**src/rtl/mul_final_stage_if.sv**
```systemverilog
// Bus bundle for mul_final_stage: carry-save rows and sideband in, product out.
// Latency: none (wires only); clk_i/rst_i stay plain ports on the module.
// Backpressure: ready_i from downstream, stall_o back to upstream.
interface mul_final_stage_if #(parameter int WIDTH = 32);
  logic                 valid_i;
  logic [2*WIDTH-1:0]   row0_i;
  logic [2*WIDTH-1:0]   row1_i;
  logic [2*WIDTH-1:0]   row2_i;
  logic [2*WIDTH-1:0]   row3_i;
  logic                 sel_hi_i;
  logic [4:0]           tag_i;
  logic                 ready_i;
  logic                 valid_o;
  logic [WIDTH-1:0]     result_o;
  logic [2*WIDTH-1:0]   prod_o;
  logic [4:0]           tag_o;
  logic                 stall_o;
  logic                 err_o;

  // Upstream/downstream side: drives rows, sideband and ready.
  modport master (
    output valid_i, row0_i, row1_i, row2_i, row3_i, sel_hi_i, tag_i, ready_i,
    input  valid_o, result_o, prod_o, tag_o, stall_o, err_o
  );

  // Multiplier final stage side.
  modport slave (
    input  valid_i, row0_i, row1_i, row2_i, row3_i, sel_hi_i, tag_i, ready_i,
    output valid_o, result_o, prod_o, tag_o, stall_o, err_o
  );
endinterface

```
**src/rtl/mul_final_stage.sv**
```systemverilog
// Multiplier final stage: 4:2 compress four carry-save rows, then split 32+32 carry-propagate add.
// Latency: 3 cycles valid_i -> valid_o; one product per cycle. Optional skid FIFO: MUL_FINAL_SKID_EN.
// Backpressure: valid_o & ~ready_i freezes every stage; input presented while stall_o is high is dropped and err_o sticks.
module mul_final_stage #(
  parameter int WIDTH = 32
) (
  input  logic             clk_i,
  input  logic             rst_i,
  mul_final_stage_if.slave bus
);

  localparam int W2 = 2 * WIDTH;

  typedef struct packed {
    logic [W2-1:0] row0;
    logic [W2-1:0] row1;
    logic [W2-1:0] row2;
    logic [W2-1:0] row3;
    logic          sel_hi;
    logic [4:0]    tag;
  } in_t;

  typedef struct packed {
    logic [W2-1:0] s;
    logic [W2-1:0] c;
    logic          sel_hi;
    logic [4:0]    tag;
  } s1_t;

  typedef struct packed {
    logic [WIDTH-1:0] lo;
    logic             c32;
    logic [WIDTH-1:0] s_hi;
    logic [WIDTH-1:0] c_hi;
    logic             sel_hi;
    logic [4:0]       tag;
  } s2_t;

  typedef struct packed {
    logic [W2-1:0]    prod;
    logic [WIDTH-1:0] result;
    logic [4:0]       tag;
  } s3_t;

  logic          freeze;
  logic          adv;
  in_t           in_dat;
  in_t           s1_src;
  logic          s1_src_vld;
  logic          in_drop;

  logic [W2-1:0] csa0_s;
  logic [W2-1:0] csa0_c;
  logic [W2-1:0] csa1_s;
  logic [W2-1:0] csa1_c;
  logic [WIDTH:0]   lo_sum;
  logic [WIDTH-1:0] hi_sum;

  s1_t  s1_d, s1_q;
  s2_t  s2_d, s2_q;
  s3_t  s3_d, s3_q;
  logic v1_d, v1_q;
  logic v2_d, v2_q;
  logic vo_d, vo_q;
  logic err_d, err_q;

  // A held output word freezes the whole pipe, bubbles included, so order is preserved.
  assign freeze = vo_q & ~bus.ready_i;
  assign adv    = ~freeze;

  assign in_dat = {bus.row0_i, bus.row1_i, bus.row2_i, bus.row3_i, bus.sel_hi_i, bus.tag_i};

`ifdef MUL_FINAL_SKID_EN
  in_t  [1:0] fifo_d, fifo_q;
  logic [1:0] cnt_d, cnt_q;
  logic       fifo_full;
  logic       fifo_empty;
  logic       fifo_push;
  logic       fifo_pop;

  assign fifo_full  = (cnt_q == 2'd2);
  assign fifo_empty = (cnt_q == 2'd0);
  // Head goes to S1 first; a new input only bypasses the FIFO when it is empty and the pipe moves.
  assign fifo_pop   = adv & ~fifo_empty;
  assign fifo_push  = bus.valid_i & ~fifo_full & ~(adv & fifo_empty);
  assign s1_src     = fifo_empty ? in_dat : fifo_q[0];
  assign s1_src_vld = fifo_empty ? bus.valid_i : 1'b1;
  assign in_drop    = bus.valid_i & fifo_full;
  assign bus.stall_o = fifo_full;

  // Two-entry shift FIFO: entry 0 is always the head.
  always_comb begin
    fifo_d = fifo_q;
    cnt_d  = cnt_q + {1'b0, fifo_push} - {1'b0, fifo_pop};
    if (fifo_pop) begin
      fifo_d[0] = fifo_q[1];
    end
    if (fifo_push) begin
      fifo_d[cnt_q[0] & ~fifo_pop] = in_dat;
    end
  end

  // FIFO storage; reset empties it.
  always_ff @(posedge clk_i) begin
    if (rst_i) begin
      fifo_q <= '0;
      cnt_q  <= 2'd0;
    end else begin
      fifo_q <= fifo_d;
      cnt_q  <= cnt_d;
    end
  end
`else
  assign s1_src      = in_dat;
  assign s1_src_vld  = bus.valid_i & ~freeze;
  assign in_drop     = bus.valid_i & freeze;
  assign bus.stall_o = freeze;
`endif

  // 4:2 compressor as two 3:2 layers; carry bits shifted out of the top are discarded.
  assign csa0_s = s1_src.row0 ^ s1_src.row1 ^ s1_src.row2;
  assign csa0_c = ((s1_src.row0 & s1_src.row1) | (s1_src.row0 & s1_src.row2) |
                   (s1_src.row1 & s1_src.row2)) << 1;
  assign csa1_s = csa0_s ^ csa0_c ^ s1_src.row3;
  assign csa1_c = ((csa0_s & csa0_c) | (csa0_s & s1_src.row3) |
                   (csa0_c & s1_src.row3)) << 1;

  // Low half add in S2, high half plus carry-in in S3: one W-bit add per stage.
  assign lo_sum = {1'b0, s1_q.s[WIDTH-1:0]} + {1'b0, s1_q.c[WIDTH-1:0]};
  assign hi_sum = s2_q.s_hi + s2_q.c_hi + {{(WIDTH-1){1'b0}}, s2_q.c32};

  // S1 next state: capture compressed rows when the pipe advances.
  always_comb begin
    s1_d = s1_q;
    v1_d = v1_q;
    if (adv) begin
      v1_d = s1_src_vld;
      if (s1_src_vld) begin
        s1_d = {csa1_s, csa1_c, s1_src.sel_hi, s1_src.tag};
      end
    end
  end

  // S2 next state: resolve low word, carry the high halves through untouched.
  always_comb begin
    s2_d = s2_q;
    v2_d = v2_q;
    if (adv) begin
      v2_d = v1_q;
      if (v1_q) begin
        s2_d = {lo_sum[WIDTH-1:0], lo_sum[WIDTH], s1_q.s[W2-1:WIDTH], s1_q.c[W2-1:WIDTH],
                s1_q.sel_hi, s1_q.tag};
      end
    end
  end

  // S3 next state: finish the high word and pick the returned half.
  always_comb begin
    s3_d = s3_q;
    vo_d = vo_q;
    if (adv) begin
      vo_d = v2_q;
      if (v2_q) begin
        s3_d = {hi_sum, s2_q.lo, (s2_q.sel_hi ? hi_sum : s2_q.lo), s2_q.tag};
      end
    end
  end

  // Dropped-input flag stays set until reset.
  always_comb begin
    err_d = err_q | in_drop;
  end

  // Pipeline registers; reset discards everything in flight.
  always_ff @(posedge clk_i) begin
    if (rst_i) begin
      s1_q  <= '0;
      s2_q  <= '0;
      s3_q  <= '0;
      v1_q  <= 1'b0;
      v2_q  <= 1'b0;
      vo_q  <= 1'b0;
      err_q <= 1'b0;
    end else begin
      s1_q  <= s1_d;
      s2_q  <= s2_d;
      s3_q  <= s3_d;
      v1_q  <= v1_d;
      v2_q  <= v2_d;
      vo_q  <= vo_d;
      err_q <= err_d;
    end
  end

  assign bus.valid_o  = vo_q;
  assign bus.prod_o   = s3_q.prod;
  assign bus.result_o = s3_q.result;
  assign bus.tag_o    = s3_q.tag;
  assign bus.err_o    = err_q;

endmodule

```
**src/flat_wrapper.sv**
```systemverilog
// flat-port wrapper written by rule: the top's interface ports become plain ports
module mul_final_stage_flat 
#(
  parameter int WIDTH = 32
)
  (clk_i, rst_i, bus_valid_i, bus_row0_i, bus_row1_i, bus_row2_i, bus_row3_i, bus_sel_hi_i, bus_tag_i, bus_ready_i, bus_valid_o, bus_result_o, bus_prod_o, bus_tag_o, bus_stall_o, bus_err_o);
  mul_final_stage_if #(.WIDTH(WIDTH)) bus_i ();
  input  logic clk_i;
  input  logic rst_i;
  input wire logic [$bits(bus_i.valid_i)-1:0] bus_valid_i;
  input wire logic [$bits(bus_i.row0_i)-1:0] bus_row0_i;
  input wire logic [$bits(bus_i.row1_i)-1:0] bus_row1_i;
  input wire logic [$bits(bus_i.row2_i)-1:0] bus_row2_i;
  input wire logic [$bits(bus_i.row3_i)-1:0] bus_row3_i;
  input wire logic [$bits(bus_i.sel_hi_i)-1:0] bus_sel_hi_i;
  input wire logic [$bits(bus_i.tag_i)-1:0] bus_tag_i;
  input wire logic [$bits(bus_i.ready_i)-1:0] bus_ready_i;
  output wire logic [$bits(bus_i.valid_o)-1:0] bus_valid_o;
  output wire logic [$bits(bus_i.result_o)-1:0] bus_result_o;
  output wire logic [$bits(bus_i.prod_o)-1:0] bus_prod_o;
  output wire logic [$bits(bus_i.tag_o)-1:0] bus_tag_o;
  output wire logic [$bits(bus_i.stall_o)-1:0] bus_stall_o;
  output wire logic [$bits(bus_i.err_o)-1:0] bus_err_o;
  assign bus_i.valid_i = bus_valid_i;
  assign bus_i.row0_i = bus_row0_i;
  assign bus_i.row1_i = bus_row1_i;
  assign bus_i.row2_i = bus_row2_i;
  assign bus_i.row3_i = bus_row3_i;
  assign bus_i.sel_hi_i = bus_sel_hi_i;
  assign bus_i.tag_i = bus_tag_i;
  assign bus_i.ready_i = bus_ready_i;
  assign bus_valid_o = bus_i.valid_o;
  assign bus_result_o = bus_i.result_o;
  assign bus_prod_o = bus_i.prod_o;
  assign bus_tag_o = bus_i.tag_o;
  assign bus_stall_o = bus_i.stall_o;
  assign bus_err_o = bus_i.err_o;
  mul_final_stage #(.WIDTH(WIDTH)) u_core (.clk_i(clk_i), .rst_i(rst_i), .bus(bus_i));
endmodule
```
**config.mk**
```make
export PLATFORM = sky130hd
export DESIGN_NAME = mul_final_stage_flat
export DESIGN_NICKNAME = d
export VERILOG_FILES = /design/src/rtl/mul_final_stage_if.sv /design/src/rtl/mul_final_stage.sv /design/src/flat_wrapper.sv
export SDC_FILE = /design/constraint.sdc
export NUM_CORES = 1
export LEC_CHECK = 0
export BUFFER_PORTS_ARGS = -buffer_cell sky130_fd_sc_hd__buf_2
export CORE_MARGIN = 3
export CORE_UTILIZATION = 35
export CTS_BUF_LIST = sky130_fd_sc_hd__clkbuf_4 sky130_fd_sc_hd__clkbuf_8
export CTS_CLUSTER_DIAMETER = 50
export DETAILED_ROUTE_END_ITERATION = 10
export GPL_TIMING_DRIVEN = 0
export PLACE_DENSITY_LB_ADDON = 0.25
export RECOVER_POWER = 25
export SLEW_MARGIN = 40
export SYNTH_ARGS = -nofsm -noshare
export SYNTH_HDL_FRONTEND = slang
export SYNTH_SLANG_ARGS = --single-unit
```
**constraint.sdc**
```tcl
create_clock -name clk_i -period 3.4 [get_ports clk_i]
set_input_delay 0.17 -clock clk_i [delete_from_list [all_inputs] [get_ports clk_i]]
set_output_delay 0.17 -clock clk_i [all_outputs]
set_load 0.1 [all_outputs]
```
==> results.txt, run 1 <==
The clock period could shrink to 3.31 ns. The number of distinct library cell variants in the gate-level netlist after synthesis came out at 87. The synthesized netlist net count is 2533. The analysis attributes to cell leakage a power of 8.87 nW.

The flow ran to the end, and the final reports show no timing, DRC or antenna violations. In the routed design, unresolved DRC markers number 0. STA classifies the critical path endpoint as a flip-flop. The startpoint identified for the worst hold timing path is bus_row3_i[62]. During placement, the flow inserted port buffers numbering 369.

The area share of the leading cell type in the synthesized netlist came out at 38.0%. The number of flops mapped to enable cells by yosys came out at 0. In this run the deepest clock path goes through 3 buffers. The number of violations of the max-capacitance limit came out at 0.

The most critical setup path has its startpoint at u_core.s2_q[6]$_SDFFE_PP0P_. The starting density of the core is 35.6%. The number of warnings reported in the yosys synthesis log came out at 0.

IR analysis of the VDD net gives a maximum drop of 0.000225 V. The die is 232 um tall. The number of buffers inserted by post-CTS setup repair is 0.

In the global route stage, overall resource usage came out at 22.2%. nand2_1 is the most common cell in the netlist. The per-instance average area after synthesis came out at 8.64 um^2.

The data arrival time of the critical path is 3.88 ns. The count of boundary I/O pins came out at 370. Dividing the detail-routed via count by the number of cells gives 5.07. In the synthesized netlist, the cells that appear most often are nand2_1 (608), a21oi_1 (346), dfxtp_1 (341).

The clock latency reported for the late side of the worst-skew pair is 0.67 ns. After routing, the total negative slack on setup checks comes to 0 ns. Headroom to the max-slew limit came out at 11.7%. The worst clock skew is 0.0544 ns.

For this run, asynchronously set or reset flops after synthesis account for 0%. The worst setup path is of the reg2reg kind. In the final routed layout, each cell accounts on average for 18.8 um. Dividing total power by cell area gives a power density of 458 nW/um^2. The total power after layout is 0.0102 W. The layout net count came out at 3018. The total die area is 54000 um^2. In this run, synthesis produced a sequential element count of 341. The overall routed net length is 61600 um. The repair_antennas step left the layout with diodes totalling 0. The worst register-to-register path begins at u_core.s2_q[6]$_SDFFE_PP0P_.

The final antenna-violating net count came out at 0. The register area is 6830 um^2. The path class of the lowest-slack min-delay path is in2reg. The number of slew-limit violations in the final report came out at 0. After floorplanning, the core was sized to cover 50400 um^2. At the worst endpoint, the required time is 3.97 ns. For this block, the initial DRC count from the detailed router was 1244. The global placer's final weighted congestion came out at 0.956. From synthesis to final layout, the design area changed by 24.0%. The first-pass GRT wire length came out at 92800 um.

The nature of the critical path startpoint is a flip-flop. The floorplan has 82 rows. The number of hold-slack violations in the final timing report came out at 0. The largest total area in the synthesized netlist belongs to dfxtp_1. Summing all multi-input logic gate instances after layout gives 10600 um^2. The pin slew with the least headroom to its limit is 1.33 ns.

The number of antenna violations at the first check in global routing is 1. The via count of the first global-routing pass is 16283. Measured on the finished design, the core utilization comes to 44.2%. The largest fanout of any net on the critical path came out at 6.

After clock tree synthesis, the clock-pin slew on the worst setup and hold paths is 0.06 ns. The total overflow reported by the global router came out at 0. In the synthesized netlist the dominant register cell turns out to be dfxtp_1. The HPWL after detailed placement came out at 50000 um. The tree is rooted in a clkbuf_8.

The number of standard cells in the final layout excluding fillers is 3273. The final setup violation count is 0. For this run, the detailed router's first-pass iteration total came to 8. The clock sink total is 341. The final worst-path cycle share came out at 97.2%. The floorplan die width came out at 232 um.

The clock tree from TritonCTS is yes. Cells with a size suffix above 1 make up 15.6% of the layout. The post-synthesis cell area came out at 18000 um^2. The total via count after detailed routing is 16602.

In the post-synthesis netlist, the biggest area contributors are dfxtp_1 (38%), fa_1 (14%), nand2_1 (13%). Counting every instance in the synthesized netlist gives 2077. The instance count after placement with tap cells included is 3118.

The number of buffers added by the clock tree synthesis step came out at 55. The layout filler cell count came out at 5072. The maximum level of the CTS H-tree is 2.

The highest attainable clock frequency is 302 MHz. Setup repair after global routing could not meet its margin everywhere. On the final layout, the worst hold slack is 0.0209 ns.

Sequential elements use 38.0% of the synthesized area. The maximum number of pins on one net before global-route repair came out at 17.
-- logic make-up after synthesis --
group           share of synthesized area (%)
compound gates                           18.8
buf+inv                                  3.16
mux                                     0.843
fa+ha+maj                                18.6
flops                                    38.0
xor+xnor                                 2.44
simple gates                             18.2
-- timing repair --
action                                 in CTS  in global routing
endpoints found under the hold margin      99                  0
gates resized for setup                     0                  3
hold buffers                               59                  0
setup endpoints to repair                   0                  4
-- metal layers --
layer	global-route usage, %	vias up	part of all wire, %
met5	0	-	0
met4	5.74	0	2.6
met3	3.78	96	6.9
met2	34.0	566	43
met1	32.5	7906	48
li1	-	8034	-
-- power by group --
group | switching [W] | internal [W]
sequential | 0.000184 | 0.00424
clock | 0.00165 | 0.00200
combinational | 0.00133 | 0.000778
-- critical path, stage by stage (launching register included) --
cell and delay [ns]:
dfxtp_1 0.33, fa_1 0.48, fa_1 0.43, a21o_1 0.18, a21oi_1 0.32, o21ai_2 0.13, a31oi_4 0.27, o21ai_1 0.22
a2111oi_0 0.54, nor4b_2 0.15, o21ai_1 0.17
-- stage by stage --
stage	setup WS, ns	cell area (um^2)
after global routing	-0.00861	22300
after CTS	0.107	22400
after global placement	-0.103	20600
final	0.0940	22300
after floorplan	0.612	18000
after detailed placement	0.145	20600
-- final cells by class --
class                      instances  share of cell area (%)
buffer                           130                    2.34
multi-input combinational       1595                    47.5
clock buffer                      89                    4.83
timing repair buffer             428                    10.4
tap                              672                    3.78
clock inverter                     7                   0.304
inverter                          11                   0.186
sequential                       341                    30.7
-- final timing paths --
| check | end | slack, ns | cells after the start |
|---|---|---|---|
| setup reg to reg | u_core.bus.result_o[30]$_SDFFE_PP0P_ | 0.09 | 10 |
| hold / removal | u_core.s1_q[132]$_SDFFE_PP0P_ | 0.02 | 4 |
| setup / recovery | u_core.bus.result_o[30]$_SDFFE_PP0P_ | 0.09 | 10 |
| hold reg to reg | u_core.s2_q[1]$_SDFFE_PP0P_ | 0.43 | 2 |
-- sequential cells by signal (all words and copies together) (netlist names) --
register	cells
u_core.bus.valid_o	1
u_core.bus.err_o	1
u_core.v2_q	1
u_core.s2_q	103
u_core.s1_q	133
u_core.v1_q	1
u_core.bus.tag_o	5
u_core.bus.prod_o	64
u_core.bus.result_o	32
-- placed cells by master, fill, tap and decap left out, types with 11 or more instances in the layout --
cell,netlist,final
nand2_1,608,608
a21oi_1,346,346
dfxtp_1,341,341
buf_2,2,267
clkbuf_1,114,216
fa_1,128,128
clkbuf_8,2,66
ha_1,62,62
dlygate4sd3_1,0,59
nor2_1,53,53
o21ai_0,49,49
xnor2_1,33,33
nand3_1,33,33
a21o_1,32,32
a211oi_1,25,25
clkbuf_4,0,24
xor2_1,17,17
mux2i_1,14,14
a31oi_1,14,14
o21ai_1,11,11
nor3_1,11,11
Note: power is estimated with default switching activity, not from simulation.
==> run 2: changes to the inputs <==
--- a/config.mk
+++ b/config.mk
@@ -9,11 +9,10 @@
 export CORE_MARGIN = 3
 export CORE_UTILIZATION = 35
 export CTS_BUF_LIST = sky130_fd_sc_hd__clkbuf_4 sky130_fd_sc_hd__clkbuf_8
-export CTS_CLUSTER_DIAMETER = 50
+export CTS_CLUSTER_SIZE = 10
 export DETAILED_ROUTE_END_ITERATION = 10
 export GPL_TIMING_DRIVEN = 0
 export PLACE_DENSITY_LB_ADDON = 0.25
-export RECOVER_POWER = 25
 export SLEW_MARGIN = 40
 export SYNTH_ARGS = -nofsm -noshare
 export SYNTH_HDL_FRONTEND = slang
==> run 2 against run 1 <==
Against the previous run: final cell count shrank 0.55%; first-iteration DRC count shrank 10%; non-clock buffer count shrank 20; worst hold slack gained 0.016 ns; clock power grew 4%; combinational power is essentially flat; register-to-register slack is essentially flat; critical path depth is the same; clock skew shrank 0.025 ns; setup slack lost 0.0019 ns; clock-buffer cell count is the same; die area is the same; critical path type unchanged.
==> results.txt, run 2 (synthesized netlist as in run 1, its figures left out) <==
The final instance area came out at 22300 um^2 (about the same). The net switching power is 0.00318 W (+0.27%). The number of antenna violations at the first check in global routing is 1 (unchanged).

The total die area came out at 54000 um^2 (unchanged). By startpoint and endpoint, the worst setup path is classified as reg2reg. STA classifies the critical path endpoint as a flip-flop.

The min-delay analysis places its worst path in the category in2reg. The worst-case vdd ir drop is 0.000228 V (+1.1%). The layout net count is 2998 (-0.66%). The cell area reported after detailed placement came out at 20600 um^2 (unchanged).

The cell chosen for the clock root is clkbuf_8. The row count is 82 (unchanged). The number of slew-limit violations in the final report is 0 (unchanged). The routed via count divided by cell count is 5.08 (+0.12%). The average wire length per cell after detail routing is 18.8 um (about the same). TritonCTS built the clock tree. Leaving out fill and tap cells, the most frequent cell in the layout is nand2_1. The starting density of the core was 35.6% (unchanged).

The minimum clock period after layout came out at 3.31 ns (+0.00189 ns). The relative contribution of the clock network to total power came to 36.9% (+1.0 points). The number of standard cells in the final layout excluding fillers is 3255 (-0.55%).

The final setup violation count came out at 0 (unchanged). The count of boundary I/O pins came out at 370 (unchanged). The final antenna-violating net count is 0 (unchanged). The clock latency reported for the late side of the worst-skew pair came to 0.64 ns (-0.03 ns). The remaining routing DRC violations came out at 0 (unchanged). The area growth from synthesis to layout is 24.0% (about the same). The share of layout cells above drive strength 1 is 19.8% (+4.3 points).

The layout filler cell count is 5017 (-1.1%). The worst clock skew came out at 0.0290 ns (-0.0254 ns). The internal power contribution is 0.00717 W (+2.1%). The number of DRC markers after the initial detailed-route iteration is 1118 (-10%). The leakage power is 9.27 nW (+4.5%). The pin slew with the least headroom to its limit is 0.844 ns (-0.486 ns). The flow ran to the end, and the final reports show no timing, DRC or antenna violations. The count of port buffers added during placement is 369 (unchanged).

The cell area power density came out at 465 nW/um^2 (+1.5%). The antenna diode count is 0 (unchanged). The via count of the first global-routing pass came to 16172 (-0.68%). The clock sink total came out at 341 (unchanged). The final worst-path cycle share came out at 97.3% (about the same).

The largest fanout of any net on the critical path came out at 6 (unchanged). The total overflow reported by the global router came out at 0 (unchanged). The maximum level of the CTS H-tree is 2 (unchanged).

The number of flip-flops in the largest register is 133 (unchanged). In the layout the commonest cells are nand2_1 (608), buf_2 (371), a21oi_1 (346), dfxtp_1 (341), fa_1 (128). The data arrival time of the critical path is 3.85 ns (-0.03 ns). The highest attainable clock frequency came out at 302 MHz (about the same). The overall routed net length is 61200 um (-0.55%). The first-pass GRT wire length is 92300 um (-0.52%). The maximum number of pins on one net before global-route repair is 17 (unchanged). Setup repair after global routing could not meet its margin everywhere. Ranked by flip-flop count, first place goes to u_core.s1_q. The instance count after placement with tap cells included was 3118 (unchanged). The HPWL after detailed placement came to 50000 um (unchanged). The number of buffers inserted by post-CTS setup repair is 0 (unchanged). The post-CTS clock slew at the launch and capture registers of the worst setup and hold paths is 0.06 ns (about the same). The normalized max-slew margin is 43.7% (+32 points). The number of hold-slack violations in the final timing report came out at 0 (unchanged). The portion of total power attributed to combinational logic came out at 20.4% (-0.3 points). The switching power as a share of total power came out at 30.7% (-0.38 points). The global placer's final weighted congestion is 0.956 (unchanged). The met2 track demand over resource in global routing came out at 33.6% (-0.33 points). The clock tree buffer depth came out at 3 (unchanged). The number of search-and-repair iterations in the first detailed-routing pass came out at 5 (-3). The total via count after detailed routing is 16531 (-0.43%). The nature of the critical path startpoint is a flip-flop. The overall die height came out at 232 um (unchanged). The worst path required time is 3.94 ns (-0.03 ns). The floorplan die width is 232 um (unchanged).

The utilization after layout came out at 44.2% (about the same). The area of the core came out at 50400 um^2 (unchanged). The routing layer with the top usage in global route is met2. The number of violations of the max-capacitance limit came to 0 (unchanged).

The global-route track usage on met3 came out at 3.42% (-0.37 points). The number of buffers added by the clock tree synthesis step came to 55 (unchanged). The part of the total power dissipated in sequential elements was 42.8% (-0.6 points). The global-route usage over all layers is 22.0% (-0.19 points).

The fraction of met1 tracks used by global routing is 32.5% (about the same).
## run 2: cell types whose count changed in the layout (fill, tap and decap cells not counted), moves of 6 or more
cell,before,now
clkbuf_4,24,18
clkbuf_8,66,73
clkbuf_1,216,111
dlygate4sd3_1,59,39
buf_2,267,371
## run 2: worst paths after layout
check	from	endpoint	slack, ns	cells past startpoint
setup / recovery	u_core.s2_q[6]$_SDFFE_PP0P_	u_core.bus.result_o[30]$_SDFFE_PP0P_	0.09	10
hold / removal	bus_row3_i[4]	u_core.s1_q[11]$_SDFFE_PP0P_	0.04	4
setup reg to reg	u_core.s2_q[6]$_SDFFE_PP0P_	u_core.bus.result_o[30]$_SDFFE_PP0P_	0.09	10
hold reg to reg	u_core.s1_q[1]$_SDFFE_PP0P_	u_core.s2_q[1]$_SDFFE_PP0P_	0.43	2
## run 2: power by group through the flow
stage	clock network (W)	logic, W	registers [W]
2_1_floorplan	0	0.00109	0.00462
3_3_place_gp	0	0.00205	0.00450
3_5_place_dp	0	0.00207	0.00450
4_1_cts	0.00388	0.00212	0.00442
5_1_grt	0.00406	0.00235	0.00444
6_report	0.00381	0.00210	0.00442
## run 2: per-stage QoR
step	TNS [ns]	power, W	worst slack [ns]	hold WS, ns
after floorplan	0	0.00571	0.612	0.306
after global placement	-0.159	0.00655	-0.103	0.428
after detailed placement	0	0.00658	0.145	0.427
after CTS	0	0.0104	0.118	0.000471
after global routing	-0.00864	0.0109	-0.00468	0.0312
final	0	0.0103	0.0921	0.0370
## run 2: cell type report
class	instances	area (um^2)	area share (%)
Inverter	11	41.3	0.185
Clock buffer	89	1110	5.00
Sequential cell	341	6830	30.7
Multi-Input combinational cell	1595	10600	47.5
Clock inverter	9	101	0.455
Tap cell	672	841	3.78
Buffer	130	531	2.38
Timing Repair Buffer	408	2240	10.0
## run 2: per-layer routing
| metal | share of wire [%] | wire length (um) |
|---|---|---|
| met5 | 0 | 0 |
| met4 | 2.3 | 1440 |
| met3 | 7.1 | 4340 |
| met2 | 43 | 26300 |
| met1 | 48 | 29100 |
## run 2: worst max-delay path, cell delays in order, from the launching register on
cell and delay, ns:
dfxtp_1 0.33, fa_1 0.48, fa_1 0.43, a21o_1 0.18, a21oi_1 0.33, o21ai_2 0.13
a31oi_4 0.27, o21ai_1 0.22, a2111oi_0 0.54, nor4b_2 0.15, o21ai_1 0.18
## run 2: repair_timing
item | 4_1_cts | 5_1_grt
endpoints found under the hold margin | 61 | 0
hold buffers | 39 | 0
endpoints found under the setup margin | 0 | 4
gates resized for setup | 0 | 3
